===== src/rtl/rv_pipe_pkg.sv =====
// Shared definitions for the pipeline-control logic of the 5-stage RISC-V core.
//   FWD_RF / FWD_MEM / FWD_WB : operand forwarding-select encodings
//   hz_state_e                : hazard-unit memory FSM states
//   REG_AW_DEF                : default register-address width
package rv_pipe_pkg;

    localparam int REG_AW_DEF = 5;

    localparam logic [1:0] FWD_RF  = 2'b00;
    localparam logic [1:0] FWD_MEM = 2'b01;
    localparam logic [1:0] FWD_WB  = 2'b10;

    typedef enum logic {
        RUN      = 1'b0,
        MEM_WAIT = 1'b1
    } hz_state_e;

endpackage


===== src/rtl/hazard_perf_counters.sv =====
// Three wrap-around performance counters with a shared synchronous clear.
//   i_clk, i_rst_n : clock, asynchronous active-low reset
//   i_clear        : zero all counters at the next edge (wins over increment)
//   i_stall        : count this cycle as a stall cycle
//   i_flush        : count this cycle as a flush cycle
//   o_cycle_cnt, o_stall_cnt, o_flush_cnt : counter values (mod 2^CNT_W)
module hazard_perf_counters #(
    parameter int CNT_W = 32
) (
    input  logic             i_clk,
    input  logic             i_rst_n,
    input  logic             i_clear,
    input  logic             i_stall,
    input  logic             i_flush,
    output logic [CNT_W-1:0] o_cycle_cnt,
    output logic [CNT_W-1:0] o_stall_cnt,
    output logic [CNT_W-1:0] o_flush_cnt
);

    logic [2:0]       w_inc;
    logic [CNT_W-1:0] w_cnt [3];

    // Index 0 = cycle (always counts), 1 = stall, 2 = flush
    assign w_inc = {i_flush, i_stall, 1'b1};

    generate
        for (genvar gi = 0; gi < 3; gi++) begin : g_cnt
            logic [CNT_W-1:0] r_cnt;

            always_ff @(posedge i_clk or negedge i_rst_n) begin
                if (!i_rst_n) begin
                    r_cnt <= '0;
                end else if (i_clear) begin
                    r_cnt <= '0;
                end else if (w_inc[gi]) begin
                    r_cnt <= r_cnt + CNT_W'(1);
                end
            end

            assign w_cnt[gi] = r_cnt;
        end
    endgenerate

    assign o_cycle_cnt = w_cnt[0];
    assign o_stall_cnt = w_cnt[1];
    assign o_flush_cnt = w_cnt[2];

endmodule


===== src/rtl/rv_hazard_unit.sv =====
// Pipeline hazard / control unit for the 5-stage RISC-V core.
//   Inputs : ID/EX/MEM/WB register addresses and write controls, redirect,
//            data-memory handshake (i_mem_req / i_mem_ready), counter clear.
//   Outputs: EX operand forwarding selects, stage enables (PC, IF/ID, ID/EX,
//            EX/MEM), bubble clears (IF/ID, ID/EX, EX/MEM, MEM/WB), sticky
//            memory-timeout flag, cycle/stall/flush performance counters.
// Priority of pipeline responses: memory freeze > redirect > data-hazard stall.
module rv_hazard_unit
    import rv_pipe_pkg::*;
#(
    parameter int REG_AW       = REG_AW_DEF,
    parameter int FWD_EN       = 1,
    parameter int FLUSH_STAGES = 3,
    parameter int MEM_TIMEOUT  = 16,
    parameter int CNT_W        = 32
) (
    input  logic              i_clk,
    input  logic              i_rst_n,
    input  logic [REG_AW-1:0] i_id_rs1,
    input  logic [REG_AW-1:0] i_id_rs2,
    input  logic              i_id_use_rs1,
    input  logic              i_id_use_rs2,
    input  logic [REG_AW-1:0] i_ex_rs1,
    input  logic [REG_AW-1:0] i_ex_rs2,
    input  logic [REG_AW-1:0] i_ex_rd,
    input  logic              i_ex_regwrite,
    input  logic              i_ex_memread,
    input  logic [REG_AW-1:0] i_mem_rd,
    input  logic              i_mem_regwrite,
    input  logic [REG_AW-1:0] i_wb_rd,
    input  logic              i_wb_regwrite,
    input  logic              i_redirect,
    input  logic              i_mem_req,
    input  logic              i_mem_ready,
    input  logic              i_cnt_clear,
    output logic [1:0]        o_fwd_a_sel,
    output logic [1:0]        o_fwd_b_sel,
    output logic              o_pc_en,
    output logic              o_ifid_en,
    output logic              o_idex_en,
    output logic              o_exmem_en,
    output logic              o_ifid_clr,
    output logic              o_idex_clr,
    output logic              o_exmem_clr,
    output logic              o_memwb_clr,
    output logic              o_mem_error,
    output logic [CNT_W-1:0]  o_cycle_cnt,
    output logic [CNT_W-1:0]  o_stall_cnt,
    output logic [CNT_W-1:0]  o_flush_cnt
);

    localparam int TW = $clog2(MEM_TIMEOUT + 1);

    hz_state_e     r_state;
    logic [TW-1:0] r_timer;
    logic          r_mem_error;

    logic [REG_AW-1:0] w_ex_rs [2];
    logic [REG_AW-1:0] w_id_rs [2];
    logic [1:0]        w_id_use;
    logic [1:0]        w_fwd_calc [2];
    logic [1:0]        w_hit_ex;
    logic [1:0]        w_hit_mem;
    logic [1:0]        w_hit_wb;
    logic              w_load_use;
    logic              w_raw;
    logic              w_hazard;
    logic              w_freeze;
    logic              w_redirect_applied;

    assign w_ex_rs[0] = i_ex_rs1;
    assign w_ex_rs[1] = i_ex_rs2;
    assign w_id_rs[0] = i_id_rs1;
    assign w_id_rs[1] = i_id_rs2;
    assign w_id_use   = {i_id_use_rs2, i_id_use_rs1};

    // Per-source comparisons; rd == x0 never matches.
    generate
        for (genvar gi = 0; gi < 2; gi++) begin : g_src
            assign w_fwd_calc[gi] =
                (i_mem_regwrite && (i_mem_rd != '0) && (i_mem_rd == w_ex_rs[gi])) ? FWD_MEM :
                (i_wb_regwrite  && (i_wb_rd  != '0) && (i_wb_rd  == w_ex_rs[gi])) ? FWD_WB  :
                                                                                   FWD_RF;
            assign w_hit_ex[gi]  = w_id_use[gi] && (i_ex_rd  != '0) && (i_ex_rd  == w_id_rs[gi]);
            assign w_hit_mem[gi] = w_id_use[gi] && (i_mem_rd != '0) && (i_mem_rd == w_id_rs[gi]);
            assign w_hit_wb[gi]  = w_id_use[gi] && (i_wb_rd  != '0) && (i_wb_rd  == w_id_rs[gi]);
        end
    endgenerate

    assign w_load_use = i_ex_memread & (|w_hit_ex);
    assign w_raw      = (i_ex_regwrite  & (|w_hit_ex))
                      | (i_mem_regwrite & (|w_hit_mem))
                      | (i_wb_regwrite  & (|w_hit_wb));
    // With forwarding only a load result is too late; without it any pending write stalls.
    assign w_hazard   = (FWD_EN != 0) ? w_load_use : w_raw;

    // Once the timeout flag is set, memory is treated as always ready.
    assign w_freeze           = i_mem_req & ~i_mem_ready & ~r_mem_error;
    assign w_redirect_applied = i_redirect & ~w_freeze;

    assign o_fwd_a_sel = (i_rst_n && (FWD_EN != 0)) ? w_fwd_calc[0] : FWD_RF;
    assign o_fwd_b_sel = (i_rst_n && (FWD_EN != 0)) ? w_fwd_calc[1] : FWD_RF;
    assign o_mem_error = r_mem_error;

    // Outputs are held at their idle values while reset is asserted.
    always_comb begin
        o_pc_en     = 1'b1;
        o_ifid_en   = 1'b1;
        o_idex_en   = 1'b1;
        o_exmem_en  = 1'b1;
        o_ifid_clr  = 1'b0;
        o_idex_clr  = 1'b0;
        o_exmem_clr = 1'b0;
        o_memwb_clr = 1'b0;
        if (i_rst_n) begin
            if (w_freeze) begin
                o_pc_en     = 1'b0;
                o_ifid_en   = 1'b0;
                o_idex_en   = 1'b0;
                o_exmem_en  = 1'b0;
                o_memwb_clr = 1'b1;
            end else if (i_redirect) begin
                o_ifid_clr  = (FLUSH_STAGES >= 1);
                o_idex_clr  = (FLUSH_STAGES >= 2);
                o_exmem_clr = (FLUSH_STAGES >= 3);
            end else if (w_hazard) begin
                o_pc_en    = 1'b0;
                o_ifid_en  = 1'b0;
                o_idex_clr = 1'b1;
            end
        end
    end

    // Memory-wait FSM. The timer counts consecutive frozen cycles; the cycle
    // on which it already equals MEM_TIMEOUT raises the sticky error.
    always_ff @(posedge i_clk or negedge i_rst_n) begin
        if (!i_rst_n) begin
            r_state     <= RUN;
            r_timer     <= '0;
            r_mem_error <= 1'b0;
        end else begin
            case (r_state)
                RUN: begin
                    if (w_freeze) begin
                        r_state <= MEM_WAIT;
                        r_timer <= TW'(1);
                    end
                end
                MEM_WAIT: begin
                    if (!i_mem_req || i_mem_ready) begin
                        r_state <= RUN;
                        r_timer <= '0;
                    end else if (r_timer == TW'(MEM_TIMEOUT)) begin
                        r_mem_error <= 1'b1;
                        r_state     <= RUN;
                        r_timer     <= '0;
                    end else begin
                        r_timer <= r_timer + TW'(1);
                    end
                end
                default: begin
                    r_state <= RUN;
                    r_timer <= '0;
                end
            endcase
        end
    end

    hazard_perf_counters #(
        .CNT_W (CNT_W)
    ) u_perf (
        .i_clk       (i_clk),
        .i_rst_n     (i_rst_n),
        .i_clear     (i_cnt_clear),
        .i_stall     (~o_pc_en),
        .i_flush     (w_redirect_applied),
        .o_cycle_cnt (o_cycle_cnt),
        .o_stall_cnt (o_stall_cnt),
        .o_flush_cnt (o_flush_cnt)
    );

endmodule


===== config.mk =====
export PLATFORM = sky130hd
export DESIGN_NAME = rv_hazard_unit
export DESIGN_NICKNAME = d
export VERILOG_FILES = /design/src/rtl/rv_pipe_pkg.sv /design/src/rtl/hazard_perf_counters.sv /design/src/rtl/rv_hazard_unit.sv
export SDC_FILE = /design/constraint.sdc
export NUM_CORES = 1
export LEC_CHECK = 0
export BUFFER_PORTS_ARGS = -buffer_cell sky130_fd_sc_hd__buf_2
export CAP_MARGIN = 10
export CORE_ASPECT_RATIO = 0.5
export CORE_MARGIN = 8
export CORE_UTILIZATION = 40
export DETAILED_ROUTE_END_ITERATION = 16
export PLACE_DENSITY = 0.68
export SYNTH_ARGS = -nofsm -noshare
export SYNTH_HDL_FRONTEND = slang
export SYNTH_SLANG_ARGS = --single-unit
export TNS_END_PERCENT = 100

===== constraint.sdc =====
create_clock -name i_clk -period 2.5 [get_ports i_clk]
set_input_delay 0.5 -clock i_clk [delete_from_list [all_inputs] [get_ports i_clk]]
set_output_delay 0.5 -clock i_clk [all_outputs]
set_load 0.01 [all_outputs]

==> metrics.txt, run 1 <==
status=completed; Synth area leaders=dfrtp_1 46%, xor2_1 8.5%, nor2_1 4.8%, xnor2_1 4.5%, a21oi_1 3.7%; EDFF count, synth=0; sequential fraction of the synthesis area=a little under half; CP Max Fanout=3; standard-cell row count=30; DRT antenna net count=0; Die H=99.6 um; WL/cell=16.0 um; vias in the first global route=5284; first-pass GRT wire length=~25000 um; fin. max-slew vios=0; Setup Skew=between 10 and 15 ps; initial cell density of the core=41.1%; TritonCTS clock tree=built; syn_nets=around 650; Synth Flop Type=dfrtp_1; XOR/XNOR Fraction of Synth Area=13.0%; area grow syn2layout=27.7%; reg2reg start=u_perf.o_stall_cnt[13]$_DFFE_PN0P_; CTS Buf Count=9; DIE AREA=0.0182 mm^2; ys async rst share=100%; DR iter-0 viols=235; DIE WIDTH=between 150 and 200 um; Routability Congestion=0.764; Post-Place Cells=about 950; Setup crit end=o_ifid_en; worst setup margin=85.5 ps; Bufs on Longest Clock Path=2; Final Non-Filler Cells=973; Final Util=52.5%; Synth Cell Area=roughly 0.0056 mm^2; mux cell area share after synthesis=0.179%; Worst EP arrival=1910 ps; post-synthesis compound-gate area fraction=9.89%; leading area contributor after synthesis=dfrtp_1; number of H-tree levels=3; combinational family with the most area after synthesis=simple AND/OR/NAND/NOR gates; Synth top cells by count=103 x dfrtp_1, 71 x nor2_1, 54 x xor2_1, 41 x a21oi_1, 39 x nand2_1; power density cells=482 mW/mm^2; min Tclk post-route=around 2400 ps; final setup fails=0; Max Fclk=0.414 GHz; max_slew headroom=39.1%; Mean Syn Cell Area=9.28 um^2; nets@finish=just over 800; Place WS=-221 ps; HPWL Detailed=11200 um; Total Power=3440 uW; drt drc=0; count of cell types in the netlist=47; Clock Pin Slew Worst Setup and Hold Paths=80 ps; required time worst endpoint=2000 ps; CTS root buf=clkbuf_16; Worst Hold Class=in -> async; final hold slack=203 ps; Ys Warns=0; post-synthesis simple-gate area fraction=27.0%; RSZ-0062 raised after global routing=no; total wire length=15500 um; Leak=approximately 0.0033 uW; Tightest Pin Transition=913 ps; gr usage total=between 10% and 20%; Reg2Reg Capture Point=u_perf.o_stall_cnt[31]$_DFFE_PN0P_; total of max-cap violations=0; largest net degree at the start of global routing=71; Setup crit start=i_ex_rd[2]; initial antenna violation count=0; most frequent cell after synthesis=dfrtp_1; Max VDD drop=0.308 mV; CTS sink cnt=103; First-pass DRT Iterations=4; n_diodes=0; number of synthesized register bits=103; endpoints failing hold=0; core region area=0.0136 mm^2; Skew-Pair Late Insertion Delay=roughly 350 ps; I/O Pins=approximately 160; Crit. End Element=primary output; critical path class=in -> out; layout cells sized above 1=28.0%; Remaining Overflow, GRT=0; CP startpoint kind=input port; Tcrit/Tclk final=96.6%; Yosys top cell area share=46.1%; PortBufs=~150; Register-to-Register Path Depth=6; DR vias=5171; R2R setup slack=130 ps; Post-Syn Instances=602; Adder-Cell Fraction of Synth Area=1.12%; Via density=5.31
==> routing by layer <==
layer  GRT usage [%]  routed length (um)
met5               0                   0
met4            4.66                 267
met3            4.58                 844
met2            30.5                7840
met1            19.1                6580
==> placed cells by master, fill, tap and decap left out, drive strengths merged, types with 24 or more instances in the layout <==
master  count
buf       187
dfrtp     103
nor2       72
xor2       54
a21oi      41
nand2      39
nand3      37
o21ai      30
xnor2      29
or3        25
or4        24
==> timing repair <==
item,4_1_cts,5_1_grt
endpoints found under the setup margin,4,20
pin swaps,10,3
resized for setup,1,9
endpoints found under the hold margin,4,0
gates cloned,2,0
buffers inserted,3,0
hold buffers,1,0
==> critical path, cell delays in order <==
cell	delay, ps
buf_2	120
xor2_1	160
nor4_2	260
a32oi_1	150
o41a_2	450
buf_12	150
buf_6	110
==> metrics by stage <==
stage / cell area [um^2] / TNS, ps
floorplan: 5590 / 0
global placement: 6730 / -3680
detailed placement: 6730 / -4460
CTS: 7130 / 0
global route: 7140 / 0
finish: 7140 / 0
==> sequential cells by signal (all words and copies together) (netlist names) <==
name and flops:
r_state 1, u_perf.o_cycle_cnt 32, r_timer 5, u_perf.o_stall_cnt 32
u_perf.o_flush_cnt 32, o_mem_error 1
==> where the power goes <==
group | switching [uW] | internal (uW) | leakage (uW)
logic | 166 | 114 | 0.00173
registers | 18.3 | 1680 | 0.00143
clock network | 663 | 798 | 0.000150
total | 847 | 2590 | 0.00331
==> layout make-up <==
| cell class | instances | area (um^2) |
|---|---|---|
| fillers | 1296 | 6450 |
| clock inverters | 6 | 76.3 |
| repair buffers | 189 | 1100 |
| clock buffers | 10 | 229 |
| inverters | 10 | 37.5 |
| flip-flops and latches | 103 | 2580 |
| well taps | 192 | 240 |
| multi-input cells | 463 | 2880 |
==> kinds of logic (layout without fill, tap and decap cells) <==
group | after synthesis | after routing
AOI/OAI and AO/OA | 96 | 96
and+or+nand+nor | 278 | 278
adders and majority gates | 5 | 5
buffers and inverters | 36 | 215
xor gates and xnor gates | 83 | 83
muxes | 1 | 1
DFF | 103 | 103
==> worst min-delay path by stage <==
stage,startpoint,end,slack [ps],cells after the start
floorplan,i_rst_n,o_mem_error$_DFFE_PN0P_,200,0
global placement,i_rst_n,u_perf.o_flush_cnt[24]$_DFFE_PN0P_,350,1
detailed placement,i_rst_n,u_perf.o_flush_cnt[23]$_DFFE_PN0P_,350,1
CTS,i_rst_n,u_perf.o_cycle_cnt[0]$_DFF_PN0_,210,2
global route,i_rst_n,u_perf.o_cycle_cnt[11]$_DFF_PN0_,220,2
finish,i_rst_n,u_perf.o_cycle_cnt[0]$_DFF_PN0_,200,2
(Power assumes the default switching activity.)
==> inputs of run 2 (changes only) <==
--- a/config.mk
+++ b/config.mk
@@ -12,6 +12,7 @@
 export CORE_UTILIZATION = 40
 export DETAILED_ROUTE_END_ITERATION = 16
 export PLACE_DENSITY = 0.68
+export RECOVER_POWER = 100
 export SYNTH_ARGS = -nofsm -noshare
 export SYNTH_HDL_FRONTEND = slang
 export SYNTH_SLANG_ARGS = --single-unit
==> run 2 against run 1 <==
  * Clock skew down 1.7 ps
  * Largest cell class unchanged
  * Die area did not move
  * Combinational power shrank 3%
  * Critical path depth is the same
  * Final area is 2.5% lower
==> metrics.txt, run 2 (synthesized netlist as in run 1, its figures left out) <==
CTS sink cnt=103 (unchanged); Sw Pwr=840 uW (was 847 uW); CP Max Fanout=3 (unchanged); CP startpoint kind=input port (unchanged); Reg power frac=49.6% (was 49.4%); standard-cell row count=30 (unchanged); layout cells sized above 1=13.3% (was 28.0%); HPWL Detailed=11200 um (unchanged); Reg area=0.00258 mm^2 (unchanged); placed instance area=0.00673 mm^2 (unchanged); drt drc=0 (unchanged); total wire length=15600 um (was 15500 um); CTS Buf Count=9 (unchanged); WL/cell=16.0 um (about the same); Via density=5.30 (was 5.31); FILL cells=1378 (was 1296); commonest cells after routing, fill and taps aside=113 x clkbuf_1, 102 x dfrtp_1, 71 x nor2_1, 54 x xor2_1, 47 x buf_2 (was 150 x buf_2, 102 x dfrtp_1, 71 x nor2_1, 54 x xor2_1, 40 x a21oi_1); setup total negative slack=0 ps (unchanged); Register-to-Register Path Depth=6 (unchanged); Setup Skew=10.7 ps (was 12.5 ps); Skew-Pair Late Insertion Delay=350 ps (about the same); RSZ-0062 raised after global routing=no (unchanged); largest net degree at the start of global routing=71 (unchanged); number of H-tree levels=3 (unchanged); Multi-input gate area=0.00287 mm^2 (was 0.00288 mm^2); critical path class=in -> out (unchanged); Final Util=51.2% (was 52.5%); Final Cell Area=0.00696 mm^2 (was 0.00714 mm^2); I/O Pins=156 (unchanged); max_slew headroom=25.1% (was 39.1%); Worst Hold Class=in -> async (unchanged); power density cells=492 mW/mm^2 (was 482 mW/mm^2); fin. max-slew vios=0 (unchanged); TritonCTS clock tree=built (unchanged); area grow syn2layout=24.4% (was 27.7%); initial antenna violation count=0 (unchanged); most common cell after layout, fill and taps aside=clkbuf_1 (was buf_2); DIE WIDTH=183 um (unchanged); reg2reg start=u_perf.o_stall_cnt[13]$_DFFE_PN0P_ (unchanged); Setup crit start=i_ex_rd[2] (unchanged); Final Non-Filler Cells=973 (unchanged); Clock Pin Slew Worst Setup and Hold Paths=80 ps (about the same); nets@finish=828 (unchanged); final hold slack=427 ps (was 203 ps); Max Fclk=0.414 GHz (about the same); switching share of power=24.6% (about the same); min Tclk post-route=2410 ps (about the same); core region area=0.0136 mm^2 (unchanged); endpoints failing hold=0 (unchanged); Reg2Reg Capture Point=u_perf.o_stall_cnt[31]$_DFFE_PN0P_ (unchanged); Setup crit end=o_ifid_en (unchanged); gr usage total=16.8% (unchanged); Tightest Pin Transition=1120 ps (was 913 ps); DIE AREA=0.0182 mm^2 (unchanged); DR vias=5161 (was 5171); combinational power share=7.9% (was 8.1%); total of max-cap violations=0 (unchanged); PortBufs=154 (unchanged); vias in the first global route=5284 (unchanged); Max VDD drop=0.309 mV (was 0.308 mV); Remaining Overflow, GRT=0 (unchanged); CTS root buf=clkbuf_16 (unchanged); final setup fails=0 (unchanged); Leak=0.00284 uW (was 0.00331 uW); Die H=99.6 um (unchanged); status=completed (unchanged); clock power share=42.5% (about the same); n_diodes=0 (unchanged); required time worst endpoint=2000 ps (about the same); DR iter-0 viols=235 (unchanged); DRT antenna net count=0 (unchanged); Crit. End Element=primary output (unchanged); Bufs on Longest Clock Path=2 (unchanged); first-pass GRT wire length=25400 um (unchanged); R2R setup slack=120 ps (was 130 ps); P_int=2580 uW (was 2590 uW); Tcrit/Tclk final=96.5% (was 96.6%); First-pass DRT Iterations=4 (unchanged); initial cell density of the core=41.1% (unchanged); Routability Congestion=0.764 (unchanged); Worst EP arrival=1910 ps (about the same); Post-Place Cells=952 (unchanged)
==> run 2: changes by cell type in the layout (fill, tap and decap cells not counted), sizes merged <==
cell | before | now
buf | 187 | 71
clkbuf | 10 | 126
==> run 2: stage by stage <==
step                      total power [uW]  setup slack (ps)
final                                 3420              86.9
after floorplan                       1840              13.3
after CTS                             3470              2.51
after global placement                1990              -166
after global routing                  3570              10.2
after detailed placement              1990              -221
==> run 2: how the worst min path moves through the flow <==
stage	from	to	slack, ps	cells past startpoint
floorplan	i_rst_n	o_mem_error$_DFFE_PN0P_	200	0
global placement	i_rst_n	u_perf.o_flush_cnt[24]$_DFFE_PN0P_	350	1
detailed placement	i_rst_n	u_perf.o_flush_cnt[23]$_DFFE_PN0P_	350	1
CTS	i_rst_n	u_perf.o_cycle_cnt[0]$_DFF_PN0_	210	2
global route	i_rst_n	u_perf.o_cycle_cnt[11]$_DFF_PN0_	500	2
finish	i_rst_n	u_perf.o_cycle_cnt[0]$_DFF_PN0_	430	2
==> run 2: critical path: stages <==
cell	delay (ps)
clkbuf_1	110
xor2_1	180
nor4_2	260
a32oi_1	150
o41a_2	440
buf_12	150
buf_6	110
==> run 2: power by group through the flow <==
stage	registers (uW)	clock network [uW]	logic, uW
global placement	1730	0	257
detailed placement	1730	0	263
finish	1700	1450	270
floorplan	1730	0	114
CTS	1700	1490	284
global route	1700	1560	301
==> run 2: what timing repair did <==
item,in CTS,in global routing
pin swaps,10,3
cloned,2,0
resized for setup,1,9
buffers inserted,3,0
hold buffers,1,0
endpoints found under the hold margin,4,0
endpoints found under the setup margin,4,20
==> run 2: layer usage <==
layer	global-route usage (%)	part of all wire, %
met1	19.1	43
met2	30.5	51
met3	4.58	4.7
met4	4.66	1.6
met5	0	0
==> run 2: cell type report <==
| class | instances | area share [%] |
|---|---|---|
| inverter | 10 | 0.540 |
| sequential | 103 | 37.1 |
| clock inverter | 6 | 1.10 |
| clock buffer | 10 | 3.29 |
| tap | 192 | 3.45 |
| multi-input combinational | 463 | 41.2 |
| timing repair buffer | 189 | 13.3 |
